--- config.mk ---
export PLATFORM = sky130hd
export DESIGN_NAME = receive_scheduler
export DESIGN_NICKNAME = d
export VERILOG_FILES = /design/src/rtl/receive_scheduler.sv
export SDC_FILE = /design/constraint.sdc
export NUM_CORES = 1
export LEC_CHECK = 0
export CAP_MARGIN = 30
export CORE_MARGIN = 8
export CORE_UTILIZATION = 50
export CTS_BUF_LIST = sky130_fd_sc_hd__clkbuf_4 sky130_fd_sc_hd__clkbuf_8
export CTS_CLUSTER_DIAMETER = 120
export DETAILED_ROUTE_END_ITERATION = 12
export PLACE_DENSITY = 0.7
export SETUP_SLACK_MARGIN = 0.05
export SYNTH_ARGS = -nofsm -noshare
export SYNTH_HDL_FRONTEND = slang
export SYNTH_SLANG_ARGS = --single-unit
--- constraint.sdc ---
create_clock -name clk -period 4.1 [get_ports clk]
set_input_delay 0.82 -clock clk [delete_from_list [all_inputs] [get_ports clk]]
set_output_delay 0.82 -clock clk [all_outputs]
set_load 0.1 [all_outputs]
--- src/rtl/receive_scheduler.sv ---
// Receive scheduler: matches RECV/AVAIL requests against an age-ordered buffer of
// incoming network messages and hands the result to writeback.
module receive_scheduler #(
   parameter int unsigned XLEN         = 32,
   parameter int unsigned BUFFER_DEPTH = 4,
   parameter int unsigned PT_WIDTH     = 8
) (
   input  logic                         clk,
   input  logic                         rst,
   input  logic                         receive_queue_receive_scheduler_valid,
   output logic                         receive_scheduler_receive_queue_ready,
   input  logic [1+2*XLEN+PT_WIDTH-1:0] receive_queue_receive_scheduler_data,
   input  logic                         network_receive_scheduler_valid,
   output logic                         receive_scheduler_network_ready,
   input  logic [2*XLEN-1:0]            network_receive_scheduler_data,
   output logic                         receive_scheduler_writeback_valid,
   input  logic                         writeback_receive_scheduler_ready,
   output logic [XLEN+PT_WIDTH-1:0]     receive_scheduler_writeback_data
);

   localparam int unsigned IdxW = $clog2(BUFFER_DEPTH);
   localparam int unsigned CntW = $clog2(BUFFER_DEPTH + 1);

   typedef enum logic [1:0] {StIdle, StMatch, StWait, StWriteback} state_e;

   state_e                state_q, state_d;
   logic [XLEN-1:0]       meta_q [BUFFER_DEPTH];
   logic [XLEN-1:0]       data_q [BUFFER_DEPTH];
   logic [XLEN-1:0]       meta_d [BUFFER_DEPTH];
   logic [XLEN-1:0]       data_d [BUFFER_DEPTH];
   logic [CntW-1:0]       count_q, count_d;
   logic                  req_avail_q;
   logic [XLEN-1:0]       req_meta_q, req_mask_q;
   logic [PT_WIDTH-1:0]   req_pt_q;
   logic [XLEN-1:0]       result_q, result_d;

   logic                  req_hs, net_hs, remove;
   logic [BUFFER_DEPTH-1:0] match;
   logic                  any_match;
   logic [IdxW-1:0]       match_idx;
   logic [CntW-1:0]       ins_pos;
   logic [XLEN-1:0]       net_meta, net_data;

   assign net_meta = network_receive_scheduler_data[2*XLEN-1:XLEN];
   assign net_data = network_receive_scheduler_data[XLEN-1:0];

   assign receive_scheduler_receive_queue_ready = (state_q == StIdle);
   assign receive_scheduler_network_ready       = (count_q < CntW'(BUFFER_DEPTH));
   assign receive_scheduler_writeback_valid     = (state_q == StWriteback);
   assign receive_scheduler_writeback_data      = {result_q, req_pt_q};

   assign req_hs = receive_queue_receive_scheduler_valid && (state_q == StIdle);
   assign net_hs = network_receive_scheduler_valid && receive_scheduler_network_ready;

   // Match against registered contents only; same-cycle inserts are not visible.
   always_comb begin
      match     = '0;
      match_idx = '0;
      for (int i = 0; i < int'(BUFFER_DEPTH); i++) begin
         match[i] = (CntW'(i) < count_q) &&
                    (((meta_q[i] ^ req_meta_q) & req_mask_q) == '0);
      end
      for (int i = int'(BUFFER_DEPTH) - 1; i >= 0; i--) begin
         if (match[i]) match_idx = IdxW'(i);
      end
      any_match = |match;
   end

   always_comb begin
      state_d  = state_q;
      result_d = result_q;
      remove   = 1'b0;
      unique case (state_q)
         StIdle: begin
            if (receive_queue_receive_scheduler_valid) state_d = StMatch;
         end
         StMatch: begin
            if (req_avail_q) begin
               result_d = {{(XLEN-1){1'b0}}, any_match};
               state_d  = StWriteback;
            end else if (any_match) begin
               result_d = data_q[match_idx];
               remove   = 1'b1;
               state_d  = StWriteback;
            end else begin
               state_d = StWait;
            end
         end
         StWait: begin
            if (net_hs) state_d = StMatch;
         end
         StWriteback: begin
            if (writeback_receive_scheduler_ready) state_d = StIdle;
         end
         default: state_d = StIdle;
      endcase
   end

   // Compact first, then append the incoming message behind the surviving entries.
   always_comb begin
      meta_d  = meta_q;
      data_d  = data_q;
      count_d = count_q;
      ins_pos = count_q;
      if (remove) begin
         for (int i = 0; i < int'(BUFFER_DEPTH) - 1; i++) begin
            if (IdxW'(i) >= match_idx) begin
               meta_d[i] = meta_q[i+1];
               data_d[i] = data_q[i+1];
            end
         end
         ins_pos = count_q - CntW'(1);
         count_d = count_q - CntW'(1);
      end
      if (net_hs) begin
         for (int i = 0; i < int'(BUFFER_DEPTH); i++) begin
            if (CntW'(i) == ins_pos) begin
               meta_d[i] = net_meta;
               data_d[i] = net_data;
            end
         end
         count_d = count_d + CntW'(1);
      end
   end

   always_ff @(posedge clk) begin
      if (rst) begin
         state_q     <= StIdle;
         count_q     <= '0;
         req_avail_q <= 1'b0;
         req_meta_q  <= '0;
         req_mask_q  <= '0;
         req_pt_q    <= '0;
         result_q    <= '0;
         for (int i = 0; i < int'(BUFFER_DEPTH); i++) begin
            meta_q[i] <= '0;
            data_q[i] <= '0;
         end
      end else begin
         state_q  <= state_d;
         count_q  <= count_d;
         result_q <= result_d;
         meta_q   <= meta_d;
         data_q   <= data_d;
         if (req_hs) begin
            {req_avail_q, req_meta_q, req_mask_q, req_pt_q} <=
               receive_queue_receive_scheduler_data;
         end
      end
   end

endmodule

Word level (Yosys, flattened, before mapping). Index checks and enable logic that the tools add are counted.

Flip-flop bits (word level): 366. Latch bits: 0. Memory bits (writable): 0. ROM bits: 0. Input bits: 142. Output and inout port bits: 43. Logic and storage cells: 99. Memories: 0.

$add $sub $neg: 2. Multiply operators: 0. Divide/modulo/power cells: 0. Magnitude comparators: 9. Equal/unequal tests: 9. Shift-type cells: 0. Multiplexer cells: 38. Bitwise logic cells: 9. Reductions and logical operators: 17.

Operator list (number): $mux W32 (18); $mux W128 (2); $mux W96 (2); $and A32 B32 Y32 (4); $logic_not A32 Y1 (4); $xor A32 B32 Y32 (4); $bmux W32 S2 (1); $mux W2 (7); $pmux W2 S4 (1); $eq A2 B3 Y1 const A (2); $logic_and A1 B1 Y1 (6); $lt A1 B3 Y1 const A (2); $lt A2 B3 Y1 const A (2); $mux W3 (2); $mux W1 (5); $eq A2 B2 Y1 const B (2); $ge A1 B2 Y1 const A (2); $ne A2 B2 Y1 const B (2); $reduce_and A2 Y1 (2); $reduce_or A4 Y1 (1); $add A3 B1 Y3 const B (1); $eq A1 B3 Y1 const A (1); $ge A3 B3 Y1 const B (1); $logic_not A3 Y1 (1); 9 further kinds (9).

Logic depth before layout (Yosys ltp). Gate-level depths: netlist (run 1).

Depth after elaboration: 14. Mapped depth: 14. Gate-level depth less buffers: 10.

Least setup slack after synthesis (run 1). No wires, ideal clock.

Path kind: register to register. Start: register count_q[2]. End: register data_q[75] in the netlist's numbering. Library setup time: 121 ps. Arrival: 3029 ps. Required time: 3979 ps. Setup slack: 950 ps. Stages on the path, launching flop included: 12. Buffers on the path: 3. Period minus slack after synthesis: 3150 ps. Path through: dfxtp_1 -> inv_1 -> a21oi_1 -> nand3_1 -> or4_4 -> o2bb2a_4 -> buf_6 -> a21oi_4 -> mux2_4 -> buf_6 -> buf_8 -> mux2i_1.

Elaborated cells on any way between the ends: 26. Classes of those cells: add/sub: 1; order compare: 6; eq/ne: 1; mux: 12; reduce/logical: 6.

RTL lines: from (decl) (line 31) `logic [CntW-1:0] count_q, count_d;`; from (signal assigned) (line 141) `count_q <= count_d;`; $lt A3 B3 Y1 (line 48) `assign receive_scheduler_network_ready = (count_q < CntW'(BUFFER_DEPTH));`; net receive_scheduler_network_ready (line 14) `output logic receive_scheduler_network_ready,`; $logic_and A1 B1 Y1 (line 53) `assign net_hs = network_receive_scheduler_valid && receive_scheduler_network_ready;`; $mux W128 (line 115) `if (net_hs) begin`; to (signal assigned) (line 144) `data_q <= data_d;`; to (decl) (line 28) `logic [XLEN-1:0] data_q [BUFFER_DEPTH];`.

The timed path passes the listed nets, and every way through them passes these cells. A chain may end at the register's enable or synchronous reset.

Worst setup path after layout (run 1).
Start: register count_q[1]. End: register meta_q[6] in the netlist's numbering.

Word-level cells in the longest chain between the ends: 9. Elaborated cells on any way between the ends: 18. Classes of those cells: add/sub: 1; order compare: 5; eq/ne: 1; mux: 4; reduce/logical: 7.

Ends and longest elaborated chain: $lt A1 B3 Y1 or $lt A2 B3 Y1 (tied branches) (line 60) `match[i] = (CntW'(i) < count_q) &&`; $logic_and A1 B1 Y1 (line 60); $reduce_or A4 Y1 (line 66) `any_match = |match;`; $mux W1 (line 81) `end else if (any_match) begin`; $mux W1 (line 78) `if (req_avail_q) begin`; $mux W1 (line 73) `unique case (state_q)`; $mux W3 (line 105) `if (remove) begin`; $eq A2 B3 Y1 (line 117) `if (CntW'(i) == ins_pos) begin`; $reduce_and A2 Y1 (no line) *; to (signal assigned) (line 143) `meta_q <= meta_d;`; to (decl) (line 27) `logic [XLEN-1:0] meta_q [BUFFER_DEPTH];`.

Every way passes the cells marked *; elsewhere a longest branch is shown, timed or not.

==> metrics.md, run 1 <==
| Metric | Value |
|---|---|
| Max cap viols | 0 |
| # DRC | 0 |
| Final worst path period share | about nine tenths |
| CTS root buf | clkbuf_8 |
| Final GP Congestion | about 1.0 |
| Routed Antenna Nets | 0 |
| Crit path kind | reg2reg |
| Clock buffer depth | 3 |
| Placed inst area | about 22000 µm² |
| Fin nets | around 2500 |
| Slew headroom | ~33% |
| CTS Buf Count | 68 |
| Seq/Total Area, Yosys | between 30% and 40% |
| Min cycle time layout | between 3 and 4 ns |
| CTS clk-pin slew, worst paths | ~0.06 ns |
| Row cnt | 73 |
| Pins Over Slew Limit | 0 |
| Share of cells above drive strength 1 | between 10% and 20% |
| Io pins | around 190 |
| Pwr/cell area | approximately 720 nW/µm² |
| Tightest Pin Transition | 1.00 ns |
| Die H | about 220 µm |
| CP Capture Type | flop |
| Total gr overflow | 0 |
| RSZ-0062 raised after global routing | no |
| Hold Fails Final Rpt | 0 |
| CTS tree | built |
| Worst-Skew Late Latency | roughly 0.63 ns |
| Asr flop ratio synth | 0% |
| Post CTS Setup Buffer Count | 0 |
| Antenna violations before repair | 1 |
| Number of buffers added on ports | 184 |
| DRT Wirelength | about 70000 µm |
| Post-synth EDFFs | 0 |
| Sum of negative setup slack | 0 ns |
| DRT Pass-1 Iters | 5 |
| Mapped cell area | a little over 20000 µm² |
| Total power | about 17000 µW |
| Die area | approximately 47000 µm² |
| # H-tree levels | 3 |
| Largest net degree at the start of global routing | just over 100 |
| Clk_skew | roughly 0.034 ns |
| Crit path DAT | ~4.2 ns |
| Post_cts resized | 0 |
| Most frequent cell after synthesis | nand2_1 |
| Synth Register Bits | 366 |
| Drt initial violations | 1935 |
| Worst Setup Start Kind | flop |
| Post-Syn Instances | roughly 2300 |
| Via density | approximately 6.2 |
| WP data required | approximately 4.6 ns |
| Hold/Removal Path Class | reg2reg |
| Vias in the first global route | 18400 |
| Maximum VDD drop | slightly above 400 µV |
| # clock sinks | about 370 |
| Yosys warns | 0 |
| Core ar. | around 40000 µm² |
| DP Wirelength | roughly 47000 µm |
| Largest area contributor in the netlist | dfxtp_1 |
| Vias after detailed routing | roughly 18000 |
| Crit-path max FO | 22 |
| Post-synth cell types | 69 |
| Layout area overhead | 16.0% |
| WL per Instance | between 20 and 25 µm |
| Highest Clock Rate | ~0.27 GHz |
| Design Area, Final | around 23000 µm² |
| Status | finished, final reports clean |
| LEAKAGE | just under 0.01 µW |
| Gr usage total | 28.9% |
| Main synth FF type | dfxtp_1 |
| # hold bufs at CTS | 0 |
| Mapped Nets | approximately 2400 |
| Die outline width | 217 µm |
| Mean post-synth cell area | between 8 and 9 µm² |
| Top post-synthesis cells by area | dfxtp_1 (36%), mux2i_1 (13%), nand2_1 (7.3%) |
| Yosys top cell area share | a little over a third |
| Initial core utilization | about half |
| First-pass GRT wire length | approximately 110000 µm |
| Endpoints failing setup | 0 |
| Synth top cells by count | nand2_1 (391), dfxtp_1 (366), mux2i_1 (267) |
## through the flow
stage	worst slack, ns	std cells	util (%)	hold WS (ns)
after global placement	0.356	2804	55.3	0.442
after global routing	0.106	2919	58.8	0.478
final	0.415	2920	58.9	0.456
after floorplan	0.950	2287	-	0.438
after detailed placement	0.221	2806	55.4	0.453
after CTS	0.193	2919	58.8	0.459
## state kept, by name, summed over array words and instances, names as in the netlist
register,flops
meta_q,128
req_avail_q,1
req_meta_q,32
result_q,32
count_q,3
req_pt_q,8
state_q,2
req_mask_q,32
data_q,128
## where the power goes
part,internal [µW],leakage (µW),switching (µW)
clock,2030,0.000711,1590
combinational,2610,0.00604,5190
sequential,4480,0.00298,907
total,9110,0.00973,7690
## area by class of cell
| type | count | area [µm²] |
|---|---|---|
| Fill cell | 3453 | 16300 |
| Multi-Input combinational cell | 1576 | 11300 |
| Sequential cell | 366 | 7330 |
| Timing Repair Buffer | 235 | 2370 |
| Clock buffer | 102 | 1270 |
| Tap cell | 525 | 657 |
| Inverter | 104 | 398 |
| Clock inverter | 11 | 96.3 |
| Antenna cell | 1 | 2.50 |
## cells by family after synthesis
logic type	count (synthesis)	share of synthesized area (%)
adder cells (fa/ha/maj)	2	0.124
multiplexers	334	17.1
AND/OR/NAND/NOR	549	12.0
buffers and inverters	345	8.31
AO/OA/AOI/OAI	561	20.4
flip-flops	366	36.4
XOR/XNOR	130	5.69
## path summary, 6_finish.rpt
check                                              start                  endpoint  slack [ns]  depth (start not counted)
worst min register to register  req_pt_q[3]$_SDFFE_PP0P_  req_pt_q[3]$_SDFFE_PP0P_        0.46                          2
worst max register to register     count_q[1]$_SDFF_PP0_    meta_q[6]$_SDFFE_PP0P_        0.41                         11
worst max-delay path               count_q[1]$_SDFF_PP0_    meta_q[6]$_SDFFE_PP0P_        0.41                         11
worst min-delay path            req_pt_q[3]$_SDFFE_PP0P_  req_pt_q[3]$_SDFFE_PP0P_        0.46                          2
## metal layers
metal	up-vias	track usage [%]	part of all wire (%)
li1	8304	-	-
met1	8851	38.7	43
met2	930	43.6	44
met3	149	8.53	11
met4	0	10.9	2.9
met5	-	0	0
## cells in the final DEF (no fill, tap or decap), types with 20 or more instances in the layout
cell type        Yosys  final
mux2i_1            267    264
xor2_1             127    127
mux2_2              64     64
buf_4                3     41
nand4_1             26     26
clkbuf_4             0     22
a21oi_1            114    113
nand3b_1            34     34
inv_1              103    102
clkbuf_8             0     80
o21ai_1             20     20
dfxtp_1            366    366
nand2_1            391    390
a211o_1             31     31
o221a_2             25     25
clkdlybuf4s50_1      0    183
a41oi_1             25     25
nor2_1              39     37
a32oi_1             25     25
o211ai_1           167    167
a22oi_1            104    104
## worst max-delay path, cell delays in order, from the launching register on
cell,delay [ns]
dfxtp_1,0.45
inv_1,0.16
ha_1,0.20
o21bai_1,0.18
a22oi_1,0.21
nand4_1,0.14
nor4_2,0.45
a22oi_1,0.28
a21oi_4,0.50
mux2i_4,0.36
buf_4,0.42
mux2i_1,0.24
(Power assumes the default switching activity.)
==> run 2: changes to the inputs <==
ABC_CLOCK_PERIOD_IN_PS = 4100   (was default)
CORE_UTILIZATION = 45   (was 50)
CTS_CLUSTER_SIZE = 20   (was default)
PLACE_DENSITY = 0.64   (was 0.7)
==> run 2 against run 1 <==
Core utilization decreased by 7.9 points. Combinational power about the same. Clock skew increased by 0.0085 ns. Design area decreased by 3.7%. Critical path depth increased by 1. Via count decreased by 1.9%. Maximum frequency decreased by 0.10%. Largest power group unchanged.
==> metrics.md, run 2 (synthesis results as in run 1) <==
| Metric | Value |
|---|---|
| Antenna violations before repair | 2 (+1) |
| RSZ-0062 raised after global routing | no |
| Min cycle time layout | 3.69 ns (+0.00373 ns) |
| # DRC | 0 (unchanged) |
| CTS clk-pin slew, worst paths | 0.13 ns (+0.07 ns) |
| LEAKAGE | 0.00923 µW (-5.2%) |
| Reg2reg setup slack | 0.41 ns (about the same) |
| Pwr/cell area | 659 nW/µm² (-8.3%) |
| Maximum VDD drop | 559 µV (+36%) |
| DRT Wirelength | 70900 µm (+0.41%) |
| Number of buffers added on ports | 184 (unchanged) |
| CP startpoint | count_q[1]$_SDFF_PP0_ |
| CP Cell Sequence | inv_1 > ha_1 > o21bai_1 > a22oi_1 > nand4_1 > nor4_2 > a22oi_1 > a21oi_4 > buf_12 > mux2i_4 > buf_12 > mux2i_1 |
| Drt initial violations | 1847 (-4.5%) |
| Crit-path max FO | 37 (+68%) |
| Worst-Skew Late Latency | 0.63 ns (about the same) |
| Hold Fails Final Rpt | 0 (unchanged) |
| Routed Antenna Nets | 0 (unchanged) |
| WL per Instance | 24.4 µm (+1.1%) |
| CP max stage cell | nor4_2 |
| Clock buffer depth | 3 (unchanged) |
| Layout area overhead | 11.7% |
| Die area | 51800 µm² (+10%) |
| Final GP Congestion | 1.01 (-3.3%) |
| Commonest non-fill, non-tap cells in the layout | nand2_1 (390), dfxtp_1 (366), mux2i_1 (264) |
| Fin nets | 2452 (-1.7%) |
| Final-layout fill cell count | 4149 (+20%) |
| CP Capture Type | flop |
| Stages on the worst setup path | 12 (+1) |
| First-pass GRT wire length | 107000 µm (-0.42%) |
| Slew headroom | 32.2% (-0.75 points) |
| Core ar. | 44200 µm² (+11%) |
| Most common cell after layout, fill and taps aside | nand2_1 |
| Initial core utilization | 45.6% (-5.1 points) |
| Final worst path period share | 90.0% (+0.091 points) |
| Critical Path Max Stage Delay | 0.49 ns (about the same) |
| CP Capture Point | meta_q[5]$_SDFFE_PP0P_ |
| Via density | 6.17 (-1.2%) |
| Worst r2r src | count_q[1]$_SDFF_PP0_ |
| Clk_skew | 0.0423 ns (+0.00849 ns) |
| Status | finished, final reports clean |
| CP delay by family, top | compound AO/OA/AOI/OAI gates |
| Post-Layout Cell Count | 2901 (-0.65%) |
| Vias after detailed routing | 17900 (-1.9%) |
| Total gr overflow | 0 (unchanged) |
| Share of cells above drive strength 1 | 8.67% (-3.3 points) |
| Crit path DAT | 4.21 ns (about the same) |
| Gr usage total | 26.5% (-2.4 points) |
| Tightest Pin Transition | 1.01 ns (+0.0112 ns) |
| Vias in the first global route | 17400 (-5.1%) |
| Regs by FF count | data_q x128, meta_q x128 |
| CTS tree | built |
| WP data required | 4.62 ns (-0.02 ns) |
| Post-Place Cells | 2874 (+2.4%) |
| # H-tree levels | 1 (-2) |
| Bufs and invs on worst path | 3 (+1) |
| Hold/Removal Path Class | reg2reg |
| Highest Clock Rate | 0.271 GHz (-0.10%) |
| DRT Pass-1 Iters | 6 (+1) |
| Worst Setup Start Kind | flop |
| Die H | 228 µm (+5.0%) |
| FF-to-FF path depth | 12 (+1) |
| CTS root buf | clkbuf_8 |
| Largest net degree at the start of global routing | 109 (+6.9%) |
| R2r endpoint | meta_q[5]$_SDFFE_PP0P_ |
| # clock sinks | 366 (unchanged) |
| Endpoints failing setup | 0 (unchanged) |
| Crit path kind | reg2reg |
| Pins Over Slew Limit | 0 (unchanged) |
| CTS Buf Count | 22 (-68%) |
| Io pins | 185 (unchanged) |
| Row cnt | 77 (+5.5%) |
| DP Wirelength | 48600 µm (+3.3%) |
| Sum of negative setup slack | 0 ns (unchanged) |
| Die outline width | 228 µm (+5.0%) |
| Max cap viols | 0 (unchanged) |
## run 2: how the worst min path moves through the flow
| stage | cells after the start | to | slack [ns] | start |
|---|---|---|---|---|
| after CTS | 2 | req_pt_q[3]$_SDFFE_PP0P_ | 0.47 | req_pt_q[3]$_SDFFE_PP0P_ |
| after floorplan | 2 | data_q[0]$_SDFFE_PP0P_ | 0.44 | data_q[0]$_SDFFE_PP0P_ |
| after global placement | 2 | req_pt_q[6]$_SDFFE_PP0P_ | 0.44 | req_pt_q[6]$_SDFFE_PP0P_ |
| after global routing | 2 | req_pt_q[7]$_SDFFE_PP0P_ | 0.48 | req_pt_q[7]$_SDFFE_PP0P_ |
| final | 2 | req_pt_q[3]$_SDFFE_PP0P_ | 0.46 | req_pt_q[3]$_SDFFE_PP0P_ |
| after detailed placement | 2 | req_pt_q[7]$_SDFFE_PP0P_ | 0.45 | req_pt_q[7]$_SDFFE_PP0P_ |
## run 2: layout make-up
type	instances	area [µm²]	share of cell area, %
multi-input cells	1576	11300	50.0
clock buffers	23	317	1.41
repair buffers	238	2450	10.9
diodes	1	2.50	0.0111
clock inverters	1	16.3	0.0722
flip-flops and latches	366	7330	32.5
inverters	104	398	1.77
well taps	592	741	3.29
## run 2: repair_timing
action | 4_1_cts | 5_1_grt
pin swaps | 0 | 1
gates resized for setup | 1 | 0
endpoints found under the setup margin | 46 | 96
setup buffers | 0 | 2
hold buffers | 0 | 0
## run 2: where the power goes
part           total (µW)  internal, µW  switching, µW
clock                1700           519           1180
combinational        7790          2610           5170
sequential           5360          4460            894
total               14800          7590           7250
## run 2: worst min-delay path: stages, from the launching register on
cell and delay [ns]:
dfxtp_1 0.33, nand2_1 0.05, a21oi_1 0.05
## run 2: stage by stage
stage | util, % | setup slack [ns] | total power (µW) | instance area [µm²] | hold slack [ns]
after floorplan | - | 0.950 | 10400 | 20200 | 0.438
after global placement | 50.0 | 0.143 | 12900 | 22100 | 0.442
after detailed placement | 50.1 | 0.0541 | 13000 | 22100 | 0.448
after CTS | 50.8 | 0.254 | 14700 | 22500 | 0.466
after global routing | 50.9 | 0.176 | 15500 | 22500 | 0.478
final | 50.9 | 0.411 | 14800 | 22500 | 0.464
## run 2: metal layers
metal / wire [µm] / vias up / part of all wire (%) / GRT usage [%]
met3: 5640 / 137 / 8.0 / 5.16
met1: 32600 / 8821 / 46 / 37.8
met4: 1980 / 0 / 2.8 / 7.80
met2: 30700 / 747 / 43 / 40.1
li1: - / 8188 / - / -
met5: 0 / - / 0 / 0
==> run 3: changes to the inputs <==
ABC_CLOCK_PERIOD_IN_PS = 4600   (was 4100)
CORE_ASPECT_RATIO = 0.8   (was default)
MAX_ROUTING_LAYER = met4   (was default)
clock period = 4.6 ns   (was 4.1 ns; I/O delays follow)
==> run 3 against run 2 <==
Clock power fell by 11%. Sequential cell count did not move. Critical path depth fell by 1. Highest routed layer unchanged.
==> metrics.md, run 3 (synthesis results as in run 1) <==
| Metric | Value |
|---|---|
| Status | finished, final reports clean |
| Number of buffers added on ports | 184 (unchanged) |
| CTS Buf Count | 22 (unchanged) |
| Crit-path max FO | 64 (+73%) |
| Sum of negative setup slack | 0 ns (unchanged) |
| CP Capture Type | flop |
| DP Wirelength | 50000 µm (+2.8%) |
| Worst-Skew Late Latency | 0.62 ns (about the same) |
| Row cnt | 69 (-10%) |
| Maximum VDD drop | 772 µV (+38%) |
| # clock sinks | 366 (unchanged) |
| Fin nets | 2456 (+0.16%) |
| Total gr overflow | 0 (unchanged) |
| Design Area, Final | 22500 µm² (about the same) |
| Clock buffer depth | 3 (unchanged) |
| Core ar. | 44300 µm² (+0.15%) |
| Antenna violations before repair | 1 (-1) |
| RSZ-0062 raised after global routing | no |
| First-pass GRT wire length | 109000 µm (+1.5%) |
| # hold bufs at CTS | 0 (unchanged) |
| Worst Setup Start Kind | flop |
| Placed inst area | 22200 µm² (about the same) |
| Max cap viols | 0 (unchanged) |
| Min cycle time layout | 4.21 ns (+0.520 ns) |
| Commonest non-fill, non-tap cells in the layout | nand2_1 (390), dfxtp_1 (366), mux2i_1 (264) |
| DRT Wirelength | 73200 µm (+3.3%) |
| Vias after detailed routing | 17900 (-0.20%) |
| Highest Clock Rate | 0.238 GHz (-12%) |
| Crit path kind | reg2reg |
| Largest net degree at the start of global routing | 169 (+55%) |
| CTS root buf | clkbuf_8 |
| Layout area overhead | 11.8% (about the same) |
| CTS clk-pin slew, worst paths | 0.13 ns (about the same) |
| Pwr/cell area | 592 nW/µm² (-10%) |
| Hold Fails Final Rpt | 0 (unchanged) |
| Die area | 51900 µm² (about the same) |
| Post-Place Cells | 2890 (+0.56%) |
| Clk_skew | 0.0325 ns (-0.00984 ns) |
| WL per Instance | 25.1 µm (+2.7%) |
| Crit path DAT | 4.75 ns (+0.54 ns) |
| Die outline width | 253 µm (+11%) |
| Hold/Removal Path Class | reg2reg |
| Io pins | 185 (unchanged) |
| Final worst path period share | 91.5% (+1.5 points) |
| Slew headroom | 31.0% (-1.2 points) |
| Die H | 205 µm (-9.8%) |
| Post-Layout Cell Count | 2916 (+0.52%) |
| Share of cells above drive strength 1 | 8.78% (+0.11 points) |
| Post_cts resized | 0 (-1) |
| Initial core utilization | 45.5% (-0.070 points) |
| # DRC | 0 (unchanged) |
| CTS tree | built |
| Pins Over Slew Limit | 0 (unchanged) |
| Regs by FF count | data_q x128, meta_q x128 |
| Final GP Congestion | 1.06 (+4.3%) |
| Gr usage total | 27.8% (+1.2 points) |
| Total power | 13300 µW (-10%) |
| LEAKAGE | 0.00925 µW (+0.15%) |
| Vias in the first global route | 17100 (-1.8%) |
| DRT Pass-1 Iters | 6 (unchanged) |
| Tightest Pin Transition | 1.04 ns (+0.0209 ns) |
| Endpoints failing setup | 0 (unchanged) |
| Routed Antenna Nets | 0 (unchanged) |
| Via density | 6.12 (-0.71%) |
| Drt initial violations | 1755 (-5.0%) |
| Post CTS Setup Buffer Count | 0 (unchanged) |
| WP data required | 5.14 ns (+0.52 ns) |
| # H-tree levels | 1 (unchanged) |
| Most common cell after layout, fill and taps aside | nand2_1 |
==> run 3: worst max-delay path: stages (launching register included) <==
cell      delay [ns]
dfxtp_1         0.48
inv_1           0.17
ha_1            0.21
o21bai_1        0.18
a22oi_1         0.25
nand4_1         0.13
nor4_1          0.67
a22oi_1         0.38
a21oi_4         0.53
mux2i_4         0.34
buf_12          0.44
mux2i_1         0.27
==> run 3: report_power, final <==
group | total [µW] | switching (µW) | leakage [µW] | internal, µW
combinational | 7060 | 4740 | 0.00609 | 2310
sequential | 4750 | 775 | 0.00298 | 3980
clock | 1520 | 1050 | 0.000173 | 463
total | 13300 | 6570 | 0.00925 | 6760
==> run 3: cell type report <==
cell class                      count  area, µm²
Clock inverter                      1       16.3
Antenna cell                        1       2.50
Sequential cell                   366       7330
Clock buffer                       23        317
Inverter                          104        398
Fill cell                        4092      21800
Multi-Input combinational cell   1576      11300
Tap cell                          603        754
Timing Repair Buffer              242       2450
==> run 3: worst paths after layout <==
check                                              start  slack (ns)                  endpoint  cells past startpoint
worst max-delay path               count_q[1]$_SDFF_PP0_        0.39   meta_q[15]$_SDFFE_PP0P_                     11
worst min-delay path            req_pt_q[6]$_SDFFE_PP0P_        0.47  req_pt_q[6]$_SDFFE_PP0P_                      2
worst max register to register     count_q[1]$_SDFF_PP0_        0.39   meta_q[15]$_SDFFE_PP0P_                     11
worst min register to register  req_pt_q[6]$_SDFFE_PP0P_        0.47  req_pt_q[6]$_SDFFE_PP0P_                      2
==> run 3: metrics by stage <==
stage,utilization [%],setup WS (ns),hold WS (ns)
2_1_floorplan,-,1.45,0.438
3_3_place_gp,49.9,0.706,0.442
3_5_place_dp,50.0,0.490,0.453
4_1_cts,50.8,0.432,0.468
5_1_grt,50.9,0.171,0.481
6_report,50.9,0.390,0.467
==> run 3: layer usage <==
metal,part of all wire [%],up-vias,global-route usage [%]
li1,-,8187,-
met1,46,8756,38.8
met2,42,797,40.1
met3,8.9,117,6.12
met4,2.6,0,7.14
met5,0,-,-
